**src/rtl/sha256_padder_if.sv**
```systemverilog
// Byte-stream input and 512-bit block output of the SHA-256 message padder.
// The slave modport is the padder; the master modport is its byte source and block sink.
interface sha256_padder_if;
    logic [7:0]   in_data;
    logic         in_valid;
    logic         in_last;
    logic         in_ready;
    logic [511:0] blk;
    logic         blk_valid;
    logic         blk_last;
    logic         blk_ready;

    modport master (
        output in_data, in_valid, in_last, blk_ready,
        input  in_ready, blk, blk_valid, blk_last
    );

    modport slave (
        input  in_data, in_valid, in_last, blk_ready,
        output in_ready, blk, blk_valid, blk_last
    );
endinterface

```
**src/rtl/sha256_padder.sv**
```systemverilog
// SHA-256 message padder: buffers a byte stream, appends 0x80, zero fill and the
// 64-bit big-endian bit length, and emits complete 512-bit blocks (byte 0 in [511:504]).
module sha256_padder #(
    parameter int LEN_W = 61
) (
    input  logic             CLK,
    input  logic             nreset,
    sha256_padder_if.slave   bus
);

    typedef enum logic [2:0] {
        ST_ACCEPT  = 3'd0,
        ST_PAD_80  = 3'd1,
        ST_PAD_Z   = 3'd2,
        ST_PAD_LEN = 3'd3,
        ST_EMIT    = 3'd4
    } state_t;

    state_t             state_q;
    state_t             resume_q;
    logic               final_q;
    logic [5:0]         idx_q;
    logic [LEN_W-1:0]   count_q;
    logic [511:0]       buf_q;
    logic               in_ready_q;
    logic               blk_valid_q;
    logic               blk_last_q;

    logic [7:0]         pad_byte_s;
    logic [63:0]        bit_len_s;
    logic [8:0]         byte_lsb_s;

    assign pad_byte_s = (state_q == ST_PAD_80) ? 8'h80 : 8'h00;
    assign bit_len_s  = 64'({count_q, 3'b000});
    // Byte idx sits at bit 8*(63-idx); 63-idx is simply the 6-bit complement.
    assign byte_lsb_s = {~idx_q, 3'b000};

    // Framing FSM: buffer, padding writes, block hand-off and registered handshake outputs.
    always_ff @(posedge CLK or negedge nreset) begin
        if (!nreset) begin
            state_q     <= ST_ACCEPT;
            resume_q    <= ST_ACCEPT;
            final_q     <= 1'b0;
            idx_q       <= 6'd0;
            count_q     <= '0;
            buf_q       <= 512'd0;
            in_ready_q  <= 1'b1;
            blk_valid_q <= 1'b0;
            blk_last_q  <= 1'b0;
        end else begin
            case (state_q)
                ST_ACCEPT: begin
                    if (bus.in_valid) begin
                        buf_q[byte_lsb_s +: 8] <= bus.in_data;
                        idx_q   <= idx_q + 6'd1;
                        count_q <= count_q + {{(LEN_W-1){1'b0}}, 1'b1};
                        if (idx_q == 6'd63) begin
                            state_q     <= ST_EMIT;
                            final_q     <= 1'b0;
                            resume_q    <= bus.in_last ? ST_PAD_80 : ST_ACCEPT;
                            in_ready_q  <= 1'b0;
                            blk_valid_q <= 1'b1;
                            blk_last_q  <= 1'b0;
                        end else if (bus.in_last) begin
                            state_q    <= ST_PAD_80;
                            in_ready_q <= 1'b0;
                        end else begin
                            state_q <= ST_ACCEPT;
                        end
                    end else begin
                        state_q <= ST_ACCEPT;
                    end
                end
                ST_PAD_80, ST_PAD_Z: begin
                    buf_q[byte_lsb_s +: 8] <= pad_byte_s;
                    idx_q <= idx_q + 6'd1;
                    if (idx_q == 6'd55) begin
                        state_q <= ST_PAD_LEN;
                    end else if (idx_q == 6'd63) begin
                        // No room for the length: flush this block and pad a fresh one.
                        state_q     <= ST_EMIT;
                        final_q     <= 1'b0;
                        resume_q    <= ST_PAD_Z;
                        blk_valid_q <= 1'b1;
                        blk_last_q  <= 1'b0;
                    end else begin
                        state_q <= ST_PAD_Z;
                    end
                end
                ST_PAD_LEN: begin
                    buf_q[63:0] <= bit_len_s;
                    state_q     <= ST_EMIT;
                    final_q     <= 1'b1;
                    blk_valid_q <= 1'b1;
                    blk_last_q  <= 1'b1;
                end
                ST_EMIT: begin
                    if (bus.blk_ready) begin
                        blk_valid_q <= 1'b0;
                        blk_last_q  <= 1'b0;
                        idx_q       <= 6'd0;
                        if (final_q) begin
                            count_q    <= '0;
                            state_q    <= ST_ACCEPT;
                            in_ready_q <= 1'b1;
                        end else begin
                            state_q    <= resume_q;
                            in_ready_q <= (resume_q == ST_ACCEPT);
                        end
                    end else begin
                        state_q <= ST_EMIT;
                    end
                end
                default: begin
                    state_q     <= ST_ACCEPT;
                    idx_q       <= 6'd0;
                    in_ready_q  <= 1'b1;
                    blk_valid_q <= 1'b0;
                    blk_last_q  <= 1'b0;
                end
            endcase
        end
    end

    assign bus.in_ready  = in_ready_q;
    assign bus.blk       = buf_q;
    assign bus.blk_valid = blk_valid_q;
    assign bus.blk_last  = blk_last_q;

endmodule

```
**src/flat_wrapper.sv**
```systemverilog
// flat-port wrapper written by rule: the top's interface ports become plain ports
module sha256_padder_flat 
#(
    parameter int LEN_W = 61
)
  (CLK, nreset, bus_in_data, bus_in_valid, bus_in_last, bus_blk_ready, bus_in_ready, bus_blk, bus_blk_valid, bus_blk_last);
  sha256_padder_if bus_i ();
  input  logic CLK;
  input  logic nreset;
  input wire logic [$bits(bus_i.in_data)-1:0] bus_in_data;
  input wire logic [$bits(bus_i.in_valid)-1:0] bus_in_valid;
  input wire logic [$bits(bus_i.in_last)-1:0] bus_in_last;
  input wire logic [$bits(bus_i.blk_ready)-1:0] bus_blk_ready;
  output wire logic [$bits(bus_i.in_ready)-1:0] bus_in_ready;
  output wire logic [$bits(bus_i.blk)-1:0] bus_blk;
  output wire logic [$bits(bus_i.blk_valid)-1:0] bus_blk_valid;
  output wire logic [$bits(bus_i.blk_last)-1:0] bus_blk_last;
  assign bus_i.in_data = bus_in_data;
  assign bus_i.in_valid = bus_in_valid;
  assign bus_i.in_last = bus_in_last;
  assign bus_i.blk_ready = bus_blk_ready;
  assign bus_in_ready = bus_i.in_ready;
  assign bus_blk = bus_i.blk;
  assign bus_blk_valid = bus_i.blk_valid;
  assign bus_blk_last = bus_i.blk_last;
  sha256_padder #(.LEN_W(LEN_W)) u_core (.CLK(CLK), .nreset(nreset), .bus(bus_i));
endmodule
```
**config.mk**
```make
export PLATFORM = sky130hd
export DESIGN_NAME = sha256_padder_flat
export DESIGN_NICKNAME = d
export VERILOG_FILES = /design/src/rtl/sha256_padder_if.sv /design/src/rtl/sha256_padder.sv /design/src/flat_wrapper.sv
export SDC_FILE = /design/constraint.sdc
export NUM_CORES = 1
export LEC_CHECK = 0
export ABC_CLOCK_PERIOD_IN_PS = 3800
export BUFFER_PORTS_ARGS = -buffer_cell sky130_fd_sc_hd__buf_2
export CAP_MARGIN = 20
export CORE_UTILIZATION = 50
export DETAILED_ROUTE_END_ITERATION = 8
export PLACE_DENSITY = 0.81
export SLEW_MARGIN = 20
export SYNTH_ARGS = -nofsm -noshare
export SYNTH_HDL_FRONTEND = slang
export SYNTH_SLANG_ARGS = --single-unit
```
**constraint.sdc**
```tcl
create_clock -name CLK -period 3.8 [get_ports CLK]
set_clock_uncertainty 0.15 [all_clocks]
set_input_delay 0.57 -clock CLK [delete_from_list [all_inputs] [get_ports CLK]]
set_output_delay 0.57 -clock CLK [all_outputs]
set_load 0.05 [all_outputs]
```
==> flow_summary.yaml, run 1 <==
drt:
  drt_pass1_iterations: 6
  via_count: 21379
  via_per_inst: 6.04
  drc: 0
  ant_nets: 0
  routedWlPerCell_um: 24.2
  drt_wl_total_mm: 85.6
  dr.first_iter.drc_count: 2261
layout:
  drive_above_1_share_pct: 32.6
  design_area_sq_mm: 0.0307
  final_nets: 2844
  syn_to_final_growth_pct: 21.7
setup_path:
  startpoint: "u_core.idx_q[0]"
  cpPeakStageDelay_ns: 0.53
  worstSetupPathType: "flip-flop to flip-flop"
  crit_path_max_fanout: 14
  arrival_ns: 3.69
  crit_cells: 7
  r2r_end: "u_core.bus.blk[107]"
  path_delay_family: "simple AND/OR/NAND/NOR gates"
  crit_slowest_cell: "nand3_1"
  reg2reg_from: "u_core.idx_q[0]"
  critPathBufInv: 1
  endpoint: "u_core.bus.blk[107]"
  reg2reg_slack_ns: 0.45
  rr_worst_depth: 7
  crit_path_frequent_cell: "nand3_1"
  required_ns: 4.13
  end_kind: "flip-flop"
  critPathLaunchType: "flip-flop"
  crit_chain: "ha_1 > nand3_1 > xnor2_2 > buf_4 > and2_1 > nand3_1 > o31ai_1"
clock_network:
  numCtsBuffers: 58
  cts_setup_buffers: 0
  cts.htree.levels: 2
  clk_pin_slew_ns: 0.07
  clock_sinks: 588
  cts-root-buf: "clkbuf_16"
  cts_tree: "done"
  clock_path_buffers: 3
  insertion_delay_ns: 0.61
logic_synthesis:
  yosys.cell_types.count: 76
  synthFlopType: "dfrtp_1"
  yosys_warnings: 0
  synthTopCellsByCount: "dfrtp_1 (587), nand2_1 (401), mux2_2 (198), o21ai_0 (179), nor2_1 (116)"
  synth_area_leaders: "dfrtp_1 (58%), mux2_2 (8.9%), nand2_1 (6.0%)"
  synth_top_cell_by_area: "dfrtp_1"
  synth_cells: 2309
  syn-cell-area_sq_mm: 0.0252
  yosysSeqAreaShare_pct: 58.4
  synth_top_area_share_pct: 58.3
  synth_edf_count: 0
  ys_async_sr_fraction_pct: 100
  yosys_register_bits: 588
  yosysMostFrequentCell: "dfrtp_1"
  synth_nets: 2326
  synth.avg_cell_area_sq_um: 10.9
power_and_ir_drop:
  leakagePower_nw: 15.6
  clkPwrFrac_pct: 28.2
  p_int_mw: 12.1
  total_power_mw: 21.1
  power_switching_mw: 9.03
  ir_drop_v: 0.000647
  power_density_mw_per_mm2: 688
  seqPwrFrac_pct: 36.0
  comb_power_share_pct: 35.9
  p_sw_share_pct: 42.8
timing:
  final-setup-viol-count: 0
  fin_setup_tns_ns: 0
  fmax_ghz: 0.298
  relSlewSlack_pct: 21.8
  drv_slew: 0
  rsz0062_at_grt: "no"
  hold_violations: 0
  fin_crit_sh_pct: 88.2
  worstMarginPinSlew_ns: 1.17
  min_period_ns: 3.35
floorplanning:
  core_area_sq_mm: 0.0494
  die_w_um: 226
  start_util_pct: 51.0
  row_count: 81
  die_area_sq_mm: 0.0513
  boundaryPins: 528
  fp.dieH_um: 226
global_route:
  grt_pass1_vias: 20738
  gr-total-overflow: 0
  grt_usage_pct: 32.9
  antenna_found_initial: 9
  grt_max_degree: 102
  grt_pass1_wl_mm: 127
placement:
  place_area_sq_mm: 0.0287
  hpwl_mm: 61.1
  io_buffers: 527
  place_congestion: 0.948
outcome:
  status: "finished, final reports clean"
worst_hold_path:
  hp-class: "input pin to flip-flop"
job:
  cap_violations: 0
==> metrics by stage <==
step	hold slack [ns]	std cells	utilization [%]	setup WS (ns)
4_1_cts	0.0808	3535	62.1	0.484
3_3_place_gp	0.304	3430	58.1	0.380
5_1_grt	0.106	3540	62.1	0.145
2_1_floorplan	0.124	2309	-	1.17
3_5_place_dp	0.312	3430	58.1	0.567
6_report	0.111	3540	62.1	0.448
==> cells in the final DEF (no fill, tap or decap), types with 6 or more instances in the layout <==
cell type    n
mux2i_1      9
clkinv_2     8
nand3_1     63
o41ai_1     19
o22ai_1     13
nor2b_1     16
nand2_1    401
clkbuf_16   58
buf_12       6
nand2_2     13
nand4_1     24
and4_1      10
inv_1       14
xor2_1      18
xnor2_1     25
o2bb2ai_1   21
nand2b_1     9
a32oi_1     23
or3_1       13
and2_1      14
nor2_1     114
mux2_2     198
a22oi_1      6
clkbuf_1    11
a31oi_1     19
clkbuf_8    13
buf_4       65
o31ai_1     94
a21oi_1     88
dfrtp_1    587
bufinv_16    6
and3_1      44
buf_2      526
o21ai_1     13
nor3_1      36
o21ai_0    177
==> flip-flops by register name, indices dropped and copies added, names as in the netlist <==
name / flops
u_core.bus.in_ready: 1
u_core.bus.blk: 512
u_core.idx_q: 6
u_core.bus.blk_valid: 1
u_core.final_q: 1
u_core.state_q: 3
u_core.count_q: 61
u_core.resume_q: 2
u_core.bus.blk_last: 1
==> metal layers <==
layer  global-route usage, %  vias up  routed length (um)
met3                    7.33      292                7480
met2                    52.6     1121               40600
met5                       0        -                  35
met4                    17.8        6                5060
met1                    41.5    10701               32300
li1                        -     9259                   -
==> logic make-up after synthesis <==
| family | synth area share [%] |
|---|---|
| AO/OA/AOI/OAI | 13.1 |
| XOR/XNOR | 1.62 |
| adder cells (fa/ha/maj) | 0.199 |
| buffers and inverters | 2.72 |
| flip-flops | 58.4 |
| multiplexers | 9.27 |
| AND/OR/NAND/NOR | 14.6 |
==> cell type report <==
cell class	count	area, sq um
clock buffer	82	1670
sequential	588	14700
tap	664	831
multi-input combinational	1565	9800
antenna	5	12.5
fill	3847	18700
clock inverter	22	294
inverter	15	56.3
timing repair buffer	599	3270
==> repair_timing <==
item / in CTS / in global routing
hold buffers: 1 / 0
gates resized for setup: 0 / 0
hold endpoints to repair: 87 / 0
==> how the worst min path moves through the flow <==
stage	slack, ns	endpoint	cells after the start	from
floorplan	0.12	u_core.bus.blk[0]	0	nreset
global placement	0.30	u_core.bus.blk[284]	2	u_core.bus.blk[284]
detailed placement	0.31	u_core.bus.blk[330]	2	u_core.bus.blk[330]
CTS	0.08	u_core.state_q[0]	3	bus_in_last
global route	0.11	u_core.resume_q[0]	3	bus_in_last
finish	0.11	u_core.state_q[0]	3	bus_in_last
==> worst register-to-register path: stages, from the launching register on <==
cell	delay, ns
dfrtp_1	0.35
ha_1	0.44
nand3_1	0.23
xnor2_2	0.34
buf_4	0.25
and2_1	0.45
nand3_1	0.53
o31ai_1	0.48
==> power by group through the flow <==
stage               clock network (mW)  registers (mW)  logic (mW)
finish                            5.95            7.59        7.57
global route                      6.22            7.65        7.97
global placement                     0            7.62        7.32
CTS                               5.99            7.56        7.51
detailed placement                   0            7.67        7.46
floorplan                            0            9.64        2.96
No activity file was read; power rests on OpenSTA's default activity.
==> run 2: changes to the inputs <==
--- a/config.mk
+++ b/config.mk
@@ -10,6 +10,7 @@
 export CAP_MARGIN = 20
 export CORE_UTILIZATION = 50
 export DETAILED_ROUTE_END_ITERATION = 8
+export MAX_ROUTING_LAYER = met4
 export PLACE_DENSITY = 0.81
 export SLEW_MARGIN = 20
 export SYNTH_ARGS = -nofsm -noshare
==> run 2 against run 1 <==
Effect of this change: final cell count is 0.17% higher; utilization is 0.16 points higher; first-iteration DRC count is 9.7% lower; die area stayed put; non-clock buffer count is 2 lower; fmax is 1.5% higher; final area is 0.25% higher; via count is 0.88% higher; combinational power hardly changed; critical path depth stayed put; sequential share of layout area is 0.12 points lower; global-route usage is 1.1 points higher.
==> flow_summary.yaml, run 2 (synthesized netlist as in run 1, its figures left out) <==
clock_network:
  cts-root-buf: "clkbuf_16"
  clock_path_buffers: 3
  numCtsBuffers: 59
  insertion_delay_ns: 0.62
  cts.repair.resized: 0
  cts_tree: "done"
  hold_buffers: 1
  cts.htree.levels: 2
  cts_setup_buffers: 0
  clock_sinks: 588
  clk_pin_slew_ns: 0.07
timing:
  drv_slew: 0
  min_period_ns: 3.30
  hold_violations: 0
  relSlewSlack_pct: 22.1
  final-setup-viol-count: 0
  rsz0062_at_grt: "no"
  finalWorstSetupSlack_ns: 0.497
  fin_crit_sh_pct: 86.9
  fmax_ghz: 0.303
  worstMarginPinSlew_ns: 1.16
  fin_setup_tns_ns: 0
placement:
  place_congestion: 0.939
  hpwl_mm: 61.2
  dp_cells: 3428
  io_buffers: 527
  pre_cts_slack_ns: 0.585
drt:
  routedWlPerCell_um: 24.5
  drt_wl_total_mm: 86.9
  dr.first_iter.drc_count: 2041
  drt_pass1_iterations: 5
  via_per_inst: 6.08
  drc: 0
  ant_nets: 0
  via_count: 21568
layout:
  drive_above_1_share_pct: 32.6
  final_cell_mix: "dfrtp_1 (587), buf_2 (526), nand2_1 (401)"
  fillerInstances: 3839
  largest_register_ffs: 512
  syn_to_final_growth_pct: 22.0
  layout_commonest_cell: "dfrtp_1"
  seq_area_sq_mm: 0.0147
  final_cells: 3546
  multiInputGateArea_sq_mm: 0.00980
  final_nets: 2843
setup_path:
  critPathBufInv: 1
  reg2reg_from: "u_core.idx_q[0]"
  arrival_ns: 3.67
  end_kind: "flip-flop"
  worstSetupPathType: "flip-flop to flip-flop"
  path_delay_family: "simple AND/OR/NAND/NOR gates"
  crit_path_max_fanout: 14
  crit_path_frequent_cell: "nand3_1"
  crit_slowest_cell: "nand3_1"
  required_ns: 4.17
  reg2reg_slack_ns: 0.50
  r2r_end: "u_core.bus.blk[494]"
  rr_worst_depth: 7
  cpPeakStageDelay_ns: 0.61
  critPathLaunchType: "flip-flop"
  crit_chain: "ha_1 > nand3_1 > xor2_1 > buf_4 > and2_1 > nand3_1 > o31ai_1"
floorplanning:
  die_area_sq_mm: 0.0513
  start_util_pct: 51.0
  core_area_sq_mm: 0.0494
  row_count: 81
  boundaryPins: 528
  die_w_um: 226
  fp.dieH_um: 226
power_and_ir_drop:
  power_density_mw_per_mm2: 693
  total_power_mw: 21.3
  ir_drop_v: 0.000443
  leakagePower_nw: 15.6
worst_hold_path:
  worstHoldEndpoint: "u_core.state_q[0]"
  holdCritStartpoint: "bus_in_last"
  holdPathStages: 3
  hp-class: "input pin to flip-flop"
global_route:
  gr-total-overflow: 0
  grt_max_degree: 104
  grt_pass1_vias: 20814
  antenna_found_initial: 8
  grt_pass1_wl_mm: 127
  grt_usage_pct: 33.9
job:
  cap_violations: 0
outcome:
  status: "finished, final reports clean"
-- run 2: changes by cell type in the layout (fill, tap and decap cells not counted), sizes merged --
cell / previous run / this run
buf: 598 / 596
bufinv: 6 / 7
clkbuf: 82 / 85
clkinv: 11 / 14
clkinvlp: 5 / 2
diode: 5 / 8
inv: 15 / 16
-- run 2: stage by stage --
step | hold WS [ns] | util, % | cell area (sq um)
after floorplan | 0.124 | - | 25200
after global placement | 0.304 | 58.1 | 28700
after detailed placement | 0.311 | 58.1 | 28700
after CTS | 0.0772 | 62.2 | 30700
after global routing | 0.0968 | 62.3 | 30700
final | 0.111 | 62.3 | 30700
-- run 2: worst max path at each step --
stage                     depth (start not counted)             endpoint  slack (ns)            start
after floorplan                                   8  u_core.bus.blk[432]        1.17  u_core.idx_q[0]
after global placement                            7  u_core.bus.blk[295]        0.37  u_core.idx_q[0]
after detailed placement                          7  u_core.bus.blk[108]        0.58  u_core.idx_q[0]
after CTS                                         7  u_core.bus.blk[108]        0.58  u_core.idx_q[0]
after global routing                             10   u_core.bus.blk[55]        0.22  u_core.idx_q[0]
final                                             7  u_core.bus.blk[494]        0.50  u_core.idx_q[0]
-- run 2: cell type report --
cell class	instances	share of cell area (%)
inverter	15	0.183
tap	664	2.70
timing repair buffer	597	10.6
antenna	8	0.0651
multi-input combinational	1565	31.9
clock inverter	24	1.08
sequential	588	47.9
clock buffer	85	5.55
-- run 2: worst reg2reg max path, stage by stage, from the launching register on --
cell,delay (ns)
dfrtp_1,0.35
ha_1,0.43
nand3_1,0.24
xor2_1,0.25
buf_4,0.19
and2_1,0.53
nand3_1,0.62
o31ai_1,0.45
-- run 2: per-layer routing --
layer	track usage (%)	up-vias	part of all wire, %
met3	7.84	291	9.2
met1	41.3	10778	38
met2	53.0	1222	48
met5	-	-	0
li1	-	9277	-
met4	17.1	0	5.4
-- run 2: power breakdown --
group / total, mW / switching (mW) / internal (mW) / leakage, nW
registers: 7.60 / 0.623 / 6.97 / 8.03
logic: 7.60 / 5.97 / 1.63 / 6.61
clock network: 6.11 / 2.51 / 3.60 / 0.999
total: 21.3 / 9.10 / 12.2 / 15.6
